[src/rtl/ysyx_25060170_wbu_if.sv]
`default_nettype none
// ============================================================================
// Module      : ysyx_25060170_wbu_if
// Description : Writeback-unit bus bundle: result input handshake, register
//               file write port, commit report and status outputs.
// Revision    : 1.0 - initial release
// ============================================================================
interface ysyx_25060170_wbu_if;
    // upstream result handshake
    logic        in_valid;
    logic        in_ready;
    logic [31:0] in_pc;
    logic [4:0]  in_rd;
    logic        in_rwen;
    logic [31:0] in_res;
    logic        in_is_load;
    logic [2:0]  in_ldtype;
    logic [1:0]  in_addr_lo;
    // register-file write port
    logic        gpr_wen;
    logic [4:0]  gpr_waddr;
    logic [31:0] gpr_wdata;
    logic        gpr_ready;
    // retire report and status
    logic        commit_valid;
    logic [31:0] commit_pc;
    logic [31:0] pend_mask;
    logic [31:0] commit_cnt;
    logic        err;

    modport master (
        output in_valid, in_pc, in_rd, in_rwen, in_res, in_is_load,
               in_ldtype, in_addr_lo, gpr_ready,
        input  in_ready, gpr_wen, gpr_waddr, gpr_wdata, commit_valid,
               commit_pc, pend_mask, commit_cnt, err
    );

    modport slave (
        input  in_valid, in_pc, in_rd, in_rwen, in_res, in_is_load,
               in_ldtype, in_addr_lo, gpr_ready,
        output in_ready, gpr_wen, gpr_waddr, gpr_wdata, commit_valid,
               commit_pc, pend_mask, commit_cnt, err
    );
endinterface
`default_nettype wire

[src/rtl/ysyx_25060170_wbu.sv]
`default_nettype none
// ============================================================================
// Module      : ysyx_25060170_wbu
// Description : Writeback unit. Queues retiring results, aligns load data at
//               enqueue, writes the register file from the queue head and
//               reports each retire one cycle later.
// Revision    : 1.0 - initial release
// ============================================================================
module ysyx_25060170_wbu #(
    parameter int DEPTH = 2
) (
    input  logic                  clk,
    input  logic                  rst,
    ysyx_25060170_wbu_if.slave    bus
);

    localparam int PW = (DEPTH > 1) ? $clog2(DEPTH) : 1;
    localparam int CW = PW + 1;
    localparam logic [CW-1:0] c_DEPTH = CW'(DEPTH);

    // queue storage (no reset needed: validity comes from count_q)
    logic [31:0] pc_q   [DEPTH];
    logic [31:0] data_q [DEPTH];
    logic [4:0]  rd_q   [DEPTH];
    logic        rwen_q [DEPTH];
    logic        ill_q  [DEPTH];

    logic [PW-1:0] rptr_q, rptr_d;
    logic [PW-1:0] wptr_q, wptr_d;
    logic [CW-1:0] count_q, count_d;
    logic          commit_valid_q, commit_valid_d;
    logic [31:0]   commit_pc_q, commit_pc_d;
    logic [31:0]   commit_cnt_q, commit_cnt_d;
    logic          err_q, err_d;

    logic        w_ready;
    logic        w_push;
    logic        w_pop;
    logic [7:0]  w_byte;
    logic [15:0] w_half;
    logic [31:0] w_ld;
    logic [31:0] w_data;
    logic        w_ill;
    logic [31:0] w_pend;

    // no full-bypass: a full queue only accepts again after count drops
    assign w_ready = (count_q < c_DEPTH);
    assign w_push  = bus.in_valid & w_ready;
    assign w_pop   = (count_q != '0) & bus.gpr_ready;

    assign w_byte = bus.in_res[{bus.in_addr_lo, 3'b000} +: 8];
    assign w_half = bus.in_addr_lo[1] ? bus.in_res[31:16] : bus.in_res[15:0];

    // load alignment and extension, done once at enqueue
    always_comb begin
        w_ld = bus.in_res;
        case (bus.in_ldtype)
            3'd0:    w_ld = {{24{w_byte[7]}}, w_byte};
            3'd1:    w_ld = {{16{w_half[15]}}, w_half};
            3'd4:    w_ld = {24'd0, w_byte};
            3'd5:    w_ld = {16'd0, w_half};
            default: w_ld = bus.in_res;
        endcase
    end

    assign w_data = bus.in_is_load ? w_ld : bus.in_res;

    // misaligned half/word loads and reserved load types retire without a write
    assign w_ill = bus.in_is_load &
                   (((bus.in_ldtype[1:0] == 2'b01) & bus.in_addr_lo[0]) |
                    ((bus.in_ldtype == 3'd2) & (bus.in_addr_lo != 2'd0)) |
                    (bus.in_ldtype == 3'd3) |
                    (bus.in_ldtype == 3'd6) |
                    (bus.in_ldtype == 3'd7));

    // next-state for pointers, occupancy and commit reporting
    always_comb begin
        rptr_d         = rptr_q + PW'(w_pop);
        wptr_d         = wptr_q + PW'(w_push);
        count_d        = count_q + CW'(w_push) - CW'(w_pop);
        commit_valid_d = w_pop;
        commit_pc_d    = w_pop ? pc_q[rptr_q] : commit_pc_q;
        commit_cnt_d   = commit_cnt_q + 32'(w_pop);
        err_d          = err_q | (w_pop & ill_q[rptr_q]);
    end

    // control registers with synchronous reset
    always_ff @(posedge clk) begin
        if (rst) begin
            rptr_q         <= '0;
            wptr_q         <= '0;
            count_q        <= '0;
            commit_valid_q <= 1'b0;
            commit_pc_q    <= '0;
            commit_cnt_q   <= '0;
            err_q          <= 1'b0;
        end else begin
            rptr_q         <= rptr_d;
            wptr_q         <= wptr_d;
            count_q        <= count_d;
            commit_valid_q <= commit_valid_d;
            commit_pc_q    <= commit_pc_d;
            commit_cnt_q   <= commit_cnt_d;
            err_q          <= err_d;
        end
    end

    // write the accepted entry at the tail; reset suppresses the write
    always_ff @(posedge clk) begin
        if (!rst && w_push) begin
            pc_q[wptr_q]   <= bus.in_pc;
            data_q[wptr_q] <= w_data;
            rd_q[wptr_q]   <= bus.in_rd;
            rwen_q[wptr_q] <= bus.in_rwen;
            ill_q[wptr_q]  <= w_ill;
        end
    end

    // pending-destination mask over the occupied slots, x0 never reported
    always_comb begin
        w_pend = '0;
        for (int i = 0; i < DEPTH; i++) begin
            if ((CW'(i) < count_q) && rwen_q[rptr_q + PW'(i)] &&
                (rd_q[rptr_q + PW'(i)] != 5'd0)) begin
                w_pend[rd_q[rptr_q + PW'(i)]] = 1'b1;
            end
        end
    end

    assign bus.in_ready     = w_ready;
    assign bus.gpr_waddr    = rd_q[rptr_q];
    assign bus.gpr_wdata    = data_q[rptr_q];
    assign bus.gpr_wen      = w_pop & rwen_q[rptr_q] &
                              (rd_q[rptr_q] != 5'd0) & ~ill_q[rptr_q];
    assign bus.commit_valid = commit_valid_q;
    assign bus.commit_pc    = commit_pc_q;
    assign bus.commit_cnt   = commit_cnt_q;
    assign bus.err          = err_q;
    assign bus.pend_mask    = w_pend;

endmodule
`default_nettype wire

[src/flat_wrapper.sv]
// flat-port wrapper written by rule: the top's interface ports become plain ports
module ysyx_25060170_wbu_flat 
#(
    parameter int DEPTH = 2
)
  (clk, rst, bus_in_valid, bus_in_pc, bus_in_rd, bus_in_rwen, bus_in_res, bus_in_is_load, bus_in_ldtype, bus_in_addr_lo, bus_gpr_ready, bus_in_ready, bus_gpr_wen, bus_gpr_waddr, bus_gpr_wdata, bus_commit_valid, bus_commit_pc, bus_pend_mask, bus_commit_cnt, bus_err);
  ysyx_25060170_wbu_if bus_i ();
  input  logic clk;
  input  logic rst;
  input wire logic [$bits(bus_i.in_valid)-1:0] bus_in_valid;
  input wire logic [$bits(bus_i.in_pc)-1:0] bus_in_pc;
  input wire logic [$bits(bus_i.in_rd)-1:0] bus_in_rd;
  input wire logic [$bits(bus_i.in_rwen)-1:0] bus_in_rwen;
  input wire logic [$bits(bus_i.in_res)-1:0] bus_in_res;
  input wire logic [$bits(bus_i.in_is_load)-1:0] bus_in_is_load;
  input wire logic [$bits(bus_i.in_ldtype)-1:0] bus_in_ldtype;
  input wire logic [$bits(bus_i.in_addr_lo)-1:0] bus_in_addr_lo;
  input wire logic [$bits(bus_i.gpr_ready)-1:0] bus_gpr_ready;
  output wire logic [$bits(bus_i.in_ready)-1:0] bus_in_ready;
  output wire logic [$bits(bus_i.gpr_wen)-1:0] bus_gpr_wen;
  output wire logic [$bits(bus_i.gpr_waddr)-1:0] bus_gpr_waddr;
  output wire logic [$bits(bus_i.gpr_wdata)-1:0] bus_gpr_wdata;
  output wire logic [$bits(bus_i.commit_valid)-1:0] bus_commit_valid;
  output wire logic [$bits(bus_i.commit_pc)-1:0] bus_commit_pc;
  output wire logic [$bits(bus_i.pend_mask)-1:0] bus_pend_mask;
  output wire logic [$bits(bus_i.commit_cnt)-1:0] bus_commit_cnt;
  output wire logic [$bits(bus_i.err)-1:0] bus_err;
  assign bus_i.in_valid = bus_in_valid;
  assign bus_i.in_pc = bus_in_pc;
  assign bus_i.in_rd = bus_in_rd;
  assign bus_i.in_rwen = bus_in_rwen;
  assign bus_i.in_res = bus_in_res;
  assign bus_i.in_is_load = bus_in_is_load;
  assign bus_i.in_ldtype = bus_in_ldtype;
  assign bus_i.in_addr_lo = bus_in_addr_lo;
  assign bus_i.gpr_ready = bus_gpr_ready;
  assign bus_in_ready = bus_i.in_ready;
  assign bus_gpr_wen = bus_i.gpr_wen;
  assign bus_gpr_waddr = bus_i.gpr_waddr;
  assign bus_gpr_wdata = bus_i.gpr_wdata;
  assign bus_commit_valid = bus_i.commit_valid;
  assign bus_commit_pc = bus_i.commit_pc;
  assign bus_pend_mask = bus_i.pend_mask;
  assign bus_commit_cnt = bus_i.commit_cnt;
  assign bus_err = bus_i.err;
  ysyx_25060170_wbu #(.DEPTH(DEPTH)) u_core (.clk(clk), .rst(rst), .bus(bus_i));
endmodule
[config.mk]
export PLATFORM = sky130hd
export DESIGN_NAME = ysyx_25060170_wbu_flat
export DESIGN_NICKNAME = d
export VERILOG_FILES = /design/src/rtl/ysyx_25060170_wbu_if.sv /design/src/rtl/ysyx_25060170_wbu.sv /design/src/flat_wrapper.sv
export SDC_FILE = /design/constraint.sdc
export NUM_CORES = 1
export LEC_CHECK = 0
export ABC_AREA = 1
export BUFFER_PORTS_ARGS = -buffer_cell sky130_fd_sc_hd__buf_2
export CELL_PAD_IN_SITES_DETAIL_PLACEMENT = 0
export CELL_PAD_IN_SITES_GLOBAL_PLACEMENT = 2
export CORE_MARGIN = 8
export CORE_UTILIZATION = 35
export DETAILED_ROUTE_END_ITERATION = 8
export HOLD_SLACK_MARGIN = 0.02
export PLACE_DENSITY_LB_ADDON = 0.1
export SYNTH_ARGS = -nofsm -noshare
export SYNTH_HDL_FRONTEND = slang
export SYNTH_SLANG_ARGS = --single-unit
export TNS_END_PERCENT = 10
[constraint.sdc]
create_clock -name clk -period 14.8 [get_ports clk]
set_clock_uncertainty 0.05 [all_clocks]
set_input_delay 2.22 -clock clk [delete_from_list [all_inputs] [get_ports clk]]
set_output_delay 2.22 -clock clk [all_outputs]
set_load 0.02 [all_outputs]
# == After elaboration in Yosys (flattened, before gate mapping) ==
# Memory sizes are Yosys's and may differ from the RTL's. A register that Yosys moved wholly into a read port is not among the register bits.
# Index checks and enable logic that the tools add are counted.
# classes
addsub,6
multipliers,0
div,0
n_lt_le_gt_ge,7
n_eq_ne,8
shifts,1
mux,15
n_bitwise,16
reduce_logical,13
# ops
op,count
$pmux W32 S4,1
$mux W32,3
$add A32 B1 Y32,1
$or A32 B32 Y32,1
$shiftx A32 B6 Y8,1
$mux W16,1
$eq A3 B3 Y1 const B,4
$lt A5 B6 Y1 const B,2
$demux W1 S5,2
$ge A5 B1 Y1 const B,2
$reduce_bool A5 Y1,2
$and A1 B1 Y1,9
$mux W1,8
$logic_and A1 B1 Y1,7
$eq A3 B2 Y1 const B,2
$or A1 B1 Y1,5
$lt A1 B2 Y1 const A,2
$reduce_bool A2 Y1,2
$eq A3 B1 Y1 const B,1
$logic_not A3 Y1,1
$add A1 B1 Y1,2
$add A2 B1 Y2,1
$eq A2 B1 Y1 const B,1
$lt A2 B2 Y1 const B,1
other kinds (4),4
# totals
regBits,38
latch_bits,0
mem_bits_rw,142
rom_bits,0
in_bits,80
output_inout_bits,137
word_cells,77
n_memories,5
# mem_list
name,words,width,read_ports,rd_clocked_by_memory_dff,wr,line_no,source
u_core.data_q,2,32,1,1,1,ysyx_25060170_wbu.sv:23,logic [31:0] data_q [DEPTH];
u_core.pc_q,2,32,1,1,1,ysyx_25060170_wbu.sv:22,logic [31:0] pc_q [DEPTH];
u_core.rd_q,2,5,2,1,1,ysyx_25060170_wbu.sv:24,logic [4:0] rd_q [DEPTH];
u_core.ill_q,2,1,1,1,1,ysyx_25060170_wbu.sv:26,logic ill_q [DEPTH];
u_core.rwen_q,2,1,2,1,1,ysyx_25060170_wbu.sv:25,logic rwen_q [DEPTH];

# == Longest topological paths before layout ==
# An unclocked memory read counts as a cell.
# logic_depth
ltp_word,8
depth_mapped,13
mapped_depth_nobuf,12

# == Worst setup path before layout ==
# OpenSTA, ideal clock, no wires.
# synth_timing
path_kind,input-to-reg
startpoint,input rst
endpoint,"memory u_core.data_q[1][0], enable pin"
setup_ns,0.587
t_arrival_ns,7.491
required_ns,14.163
slack_ns,6.671
stages,3
path_buffers,2
cell_sequence,clkbuf_1 clkbuf_1 nor3_1
# synth_via
elab_chain_cells,4
# synth_rtl
item,line_no,source
"start, declared",flat_wrapper.sv:9,input logic rst;
$logic_not A1 Y1,ysyx_25060170_wbu.sv:110,if (!rst && w_push) begin
$logic_and A1 B1 Y1,ysyx_25060170_wbu.sv:110,
$mux W1,ysyx_25060170_wbu.sv:110,
$mux W1 (not written as such),ysyx_25060170_wbu.sv:112,data_q[wptr_q] <= w_data;
"end, declared",ysyx_25060170_wbu.sv:23,
# Every way passes these cells.

# == Worst setup path in the final report ==
# layout_timing
startpoint,register u_core.rptr_q
endpoint,output bus_pend_mask[12]
# layout_via
elab_chain_cells,8
word_cells_on_any_way,13
classes_between,1 x add/sub; 2 x order compare; 3 x mux; 1 x bitwise; 4 x reduce/logical; 2 x memory
# layout_rtl
item,line_no,source
"start, declared",ysyx_25060170_wbu.sv:28,"logic [PW-1:0] rptr_q, rptr_d;"
"start signal, assigned",ysyx_25060170_wbu.sv:98,rptr_q <= rptr_d;
$add A1 B1 Y1 (*),"ysyx_25060170_wbu.sv:123, ysyx_25060170_wbu.sv:124, ysyx_25060170_wbu.sv:125",
$mem_v2 Z2 W5,--,
$lt A5 B6 Y1 (not written as such) / $ge A5 B1 Y1 (equally long branches),ysyx_25060170_wbu.sv:125,w_pend[rd_q[rptr_q + PW'(i)]] = 1'b1;
$logic_and A1 B1 Y1 (not written as such),ysyx_25060170_wbu.sv:125,
$mux W1 (not written as such),ysyx_25060170_wbu.sv:125,
$demux W1 S5,--,
$or A32 B32 Y32 (no source line),--,
$mux W32 (*),ysyx_25060170_wbu.sv:123,if ((CW'(i) < count_q) && rwen_q[rptr_q + PW'(i)] &&
"end, declared",flat_wrapper.sv:25,output wire logic [$bits(bus_i.pend_mask)-1:0] bus_pend_mask;
# Every way passes the cells marked *; elsewhere a longest branch is shown, timed or not.

==> flow_summary.json <==
{
  "postLayoutCellArea_sq_um": 11800,
  "grt_max_degree": 72,
  "track_usage_pct": 16.2,
  "cts_resized": 0,
  "reg2reg_to": "u_core.bus.commit_cnt[24]$_SDFF_PP0_",
  "cap_violations": 0,
  "die_h_um": 182,
  "clkTransAtPathRegs_ns": 0.06,
  "dr.pass1.iters": 5,
  "cts_sinks": 212,
  "synth_top_area_cell": "edfxtp_1",
  "clk_latency_ns": 0.54,
  "synth_top_area_share_pct": 44.5,
  "synth_warnings": 0,
  "setup_viol": 0,
  "met3WireLength_um": 1510,
  "ioPinCount": 217,
  "routed.top_layer": "met5",
  "cts_setup_buffers": 0,
  "final_cell_mix": "nand2_1 (363), buf_2 (215), edfxtp_1 (142)",
  "place_area_sq_um": 10900,
  "drc_errors": 0,
  "placedCellCount": 1588,
  "ys_seq_elements": 212,
  "syn_area_per_cell_sq_um": 8.97,
  "ys_types": 39,
  "leakagePower_nw": 4.85,
  "io_buffers": 215,
  "outcome": "completed",
  "worstSetupPathType": "reg -> out",
  "routed_wl_um": 27600,
  "ctsHoldBuffers": 0,
  "fin_nets": 1357,
  "synth_fp_nets": 1152,
  "wl_met2_um": 13400,
  "syn_area_sq_um": 9590,
  "slew_violations": 0,
  "relSlewSlack_pct": 28.4,
  "rsz0062_at_grt": "no",
  "drt-initial-drc-count": 454,
  "fp.dieW_um": 182,
  "start_util_pct": 35.6,
  "final.period_utilization_pct": 34.6,
  "rrSetupSlack_ns": 12.05,
  "power.density_nw_per_um2": 152,
  "tightest_slew_ns": 1.07,
  "clk_path_buf_depth": 3,
  "r2r_cells": 11,
  "min_to": "u_core.wptr_q$_SDFF_PP0_",
  "reg2reg_from": "u_core.count_q[1]$_SDFF_PP0_",
  "end_kind": "primary output",
  "areaGrowthSynthToFinish_pct": 23.1,
  "drive_gt1_share_pct": 23.1,
  "synthTopCellsByArea": "edfxtp_1 (44%), dfxtp_1 (15%), nand2_1 (14%)",
  "grt_pass1_vias": 7660,
  "grt_pass1_wl_um": 42900,
  "syn_inst": 1069,
  "timing.setup.tns_ns": 0,
  "grt_antenna_before_repair": 5,
  "vias": 7808,
  "dpl.hpwl_um": 19000,
  "gp_congestion": 0.834,
  "startpoint_type": "register",
  "arrival_ns": 2.85,
  "h-tree-depth": 1,
  "numCtsBuffers": 25,
  "min_path_type": "reg -> reg",
  "layout_commonest_cell": "nand2_1",
  "root_buffer": "clkbuf_16",
  "hold_depth": 2,
  "min_period_ns": 5.12,
  "cp.required_ns": 12.53,
  "cts_tree": "yes",
  "die_area_sq_um": 32900,
  "crit_fanout": 67,
  "via_per_inst": 4.78,
  "hold_path.startpoint": "u_core.wptr_q$_SDFF_PP0_",
  "grt_remaining_overflow": 0,
  "drtAntennaViolNets": 0,
  "ys_seq_area_share_pct": 59.1,
  "rows": 60,
  "fin_cells": 1635,
  "core_sq_um": 27000,
  "wl_per_cell_um": 16.9,
  "hold_viol_final": 0,
  "clock.fmax_mhz": 195,
  "ir_drop_mv": 0.111,
  "wl_met1_um": 12200
}
==> worst max path at each step <==
stage                             startpoint                       endpoint  slack (ns)  cells after the start
global route        u_core.rptr_q$_SDFF_PP0_              bus_pend_mask[14]        9.41                      9
detailed placement             bus_gpr_ready                    bus_gpr_wen        9.80                      4
floorplan                                rst  u_core.data_q[1][0]$_DFFE_PP_        6.67                      3
global placement               bus_gpr_ready                    bus_gpr_wen        9.81                      4
finish              u_core.rptr_q$_SDFF_PP0_              bus_pend_mask[12]        9.68                      9
CTS                 u_core.rptr_q$_SDFF_PP0_              bus_pend_mask[22]        9.60                      9
==> cells in the mapped netlist, drive strengths merged <==
cell type,count
dfxtp,70
nand4,16
xor2,5
a211oi,2
o21ai,78
a21oi,48
o211ai,1
buf,22
inv,77
clkbuf,22
o22ai,13
o21bai,7
ha,3
nand3,16
a31oi,33
edfxtp,142
nor3,33
nand2,366
and3,1
conb,1
nand3b,6
o31ai,1
nor2,106
==> kinds of logic (layout without fill, tap and decap cells) <==
family,count (synthesis),count (layout),share of synthesized area (%)
compound gates,183,183,11.2
fa+ha+maj,3,3,0.392
xor+xnor,5,5,0.457
simple gates,544,544,23.4
buf+inv,121,345,5.43
flops,212,212,59.1
other cells,1,2,0.0391
==> report_power, final <==
group          switching [mW]  internal [mW]  leakage, nW
registers              0.0307          0.700         1.87
clock network           0.250          0.388        0.424
logic                   0.312          0.115         2.55
==> worst max-delay path, cell delays in order (launching register included) <==
cell and delay [ns]:
dfxtp_4 0.44, inv_2 0.12, buf_4 0.63, nor2_1 0.08, nor2_1 0.11, nand2_1 0.16
inv_2 0.19, nand4_1 0.18, o22ai_1 0.21, buf_2 0.19
==> layer usage <==
layer | global-route usage, % | vias up
met5 | 0 | -
met4 | 4.07 | 8
met3 | 3.93 | 40
met2 | 27.8 | 177
met1 | 20.2 | 3567
li1 | - | 4016
==> registers in the layout, indices dropped and copies added (netlist names) <==
register                 cells
u_core.bus.err               1
u_core.bus.commit_valid      1
u_core.count_q               2
u_core.data_q               64
u_core.ill_q                 2
u_core.rptr_q                1
u_core.bus.commit_pc        32
u_core.bus.commit_cnt       32
u_core.rd_q                 10
u_core.wptr_q                1
u_core.rwen_q                2
u_core.pc_q                 64
==> area by class of cell <==
| cell class | instances | area, sq um |
|---|---|---|
| well taps | 341 | 427 |
| diodes | 1 | 2.50 |
| fillers | 2669 | 15100 |
| flip-flops and latches | 212 | 5670 |
| clock buffers | 27 | 643 |
| multi-input cells | 736 | 3410 |
| clock inverters | 19 | 225 |
| repair buffers | 222 | 1130 |
| inverters | 77 | 292 |
==> metrics by stage <==
stage	setup slack, ns	utilization [%]	hold slack, ns	power (mW)
global route	9.41	43.8	0.457	1.89
finish	9.68	43.8	0.419	1.79
CTS	9.60	43.8	0.425	1.83
global placement	9.81	40.6	0.393	1.18
detailed placement	9.80	40.6	0.415	1.18
floorplan	6.67	-	0.394	1.03
Note: power is estimated with default switching activity, not from simulation.
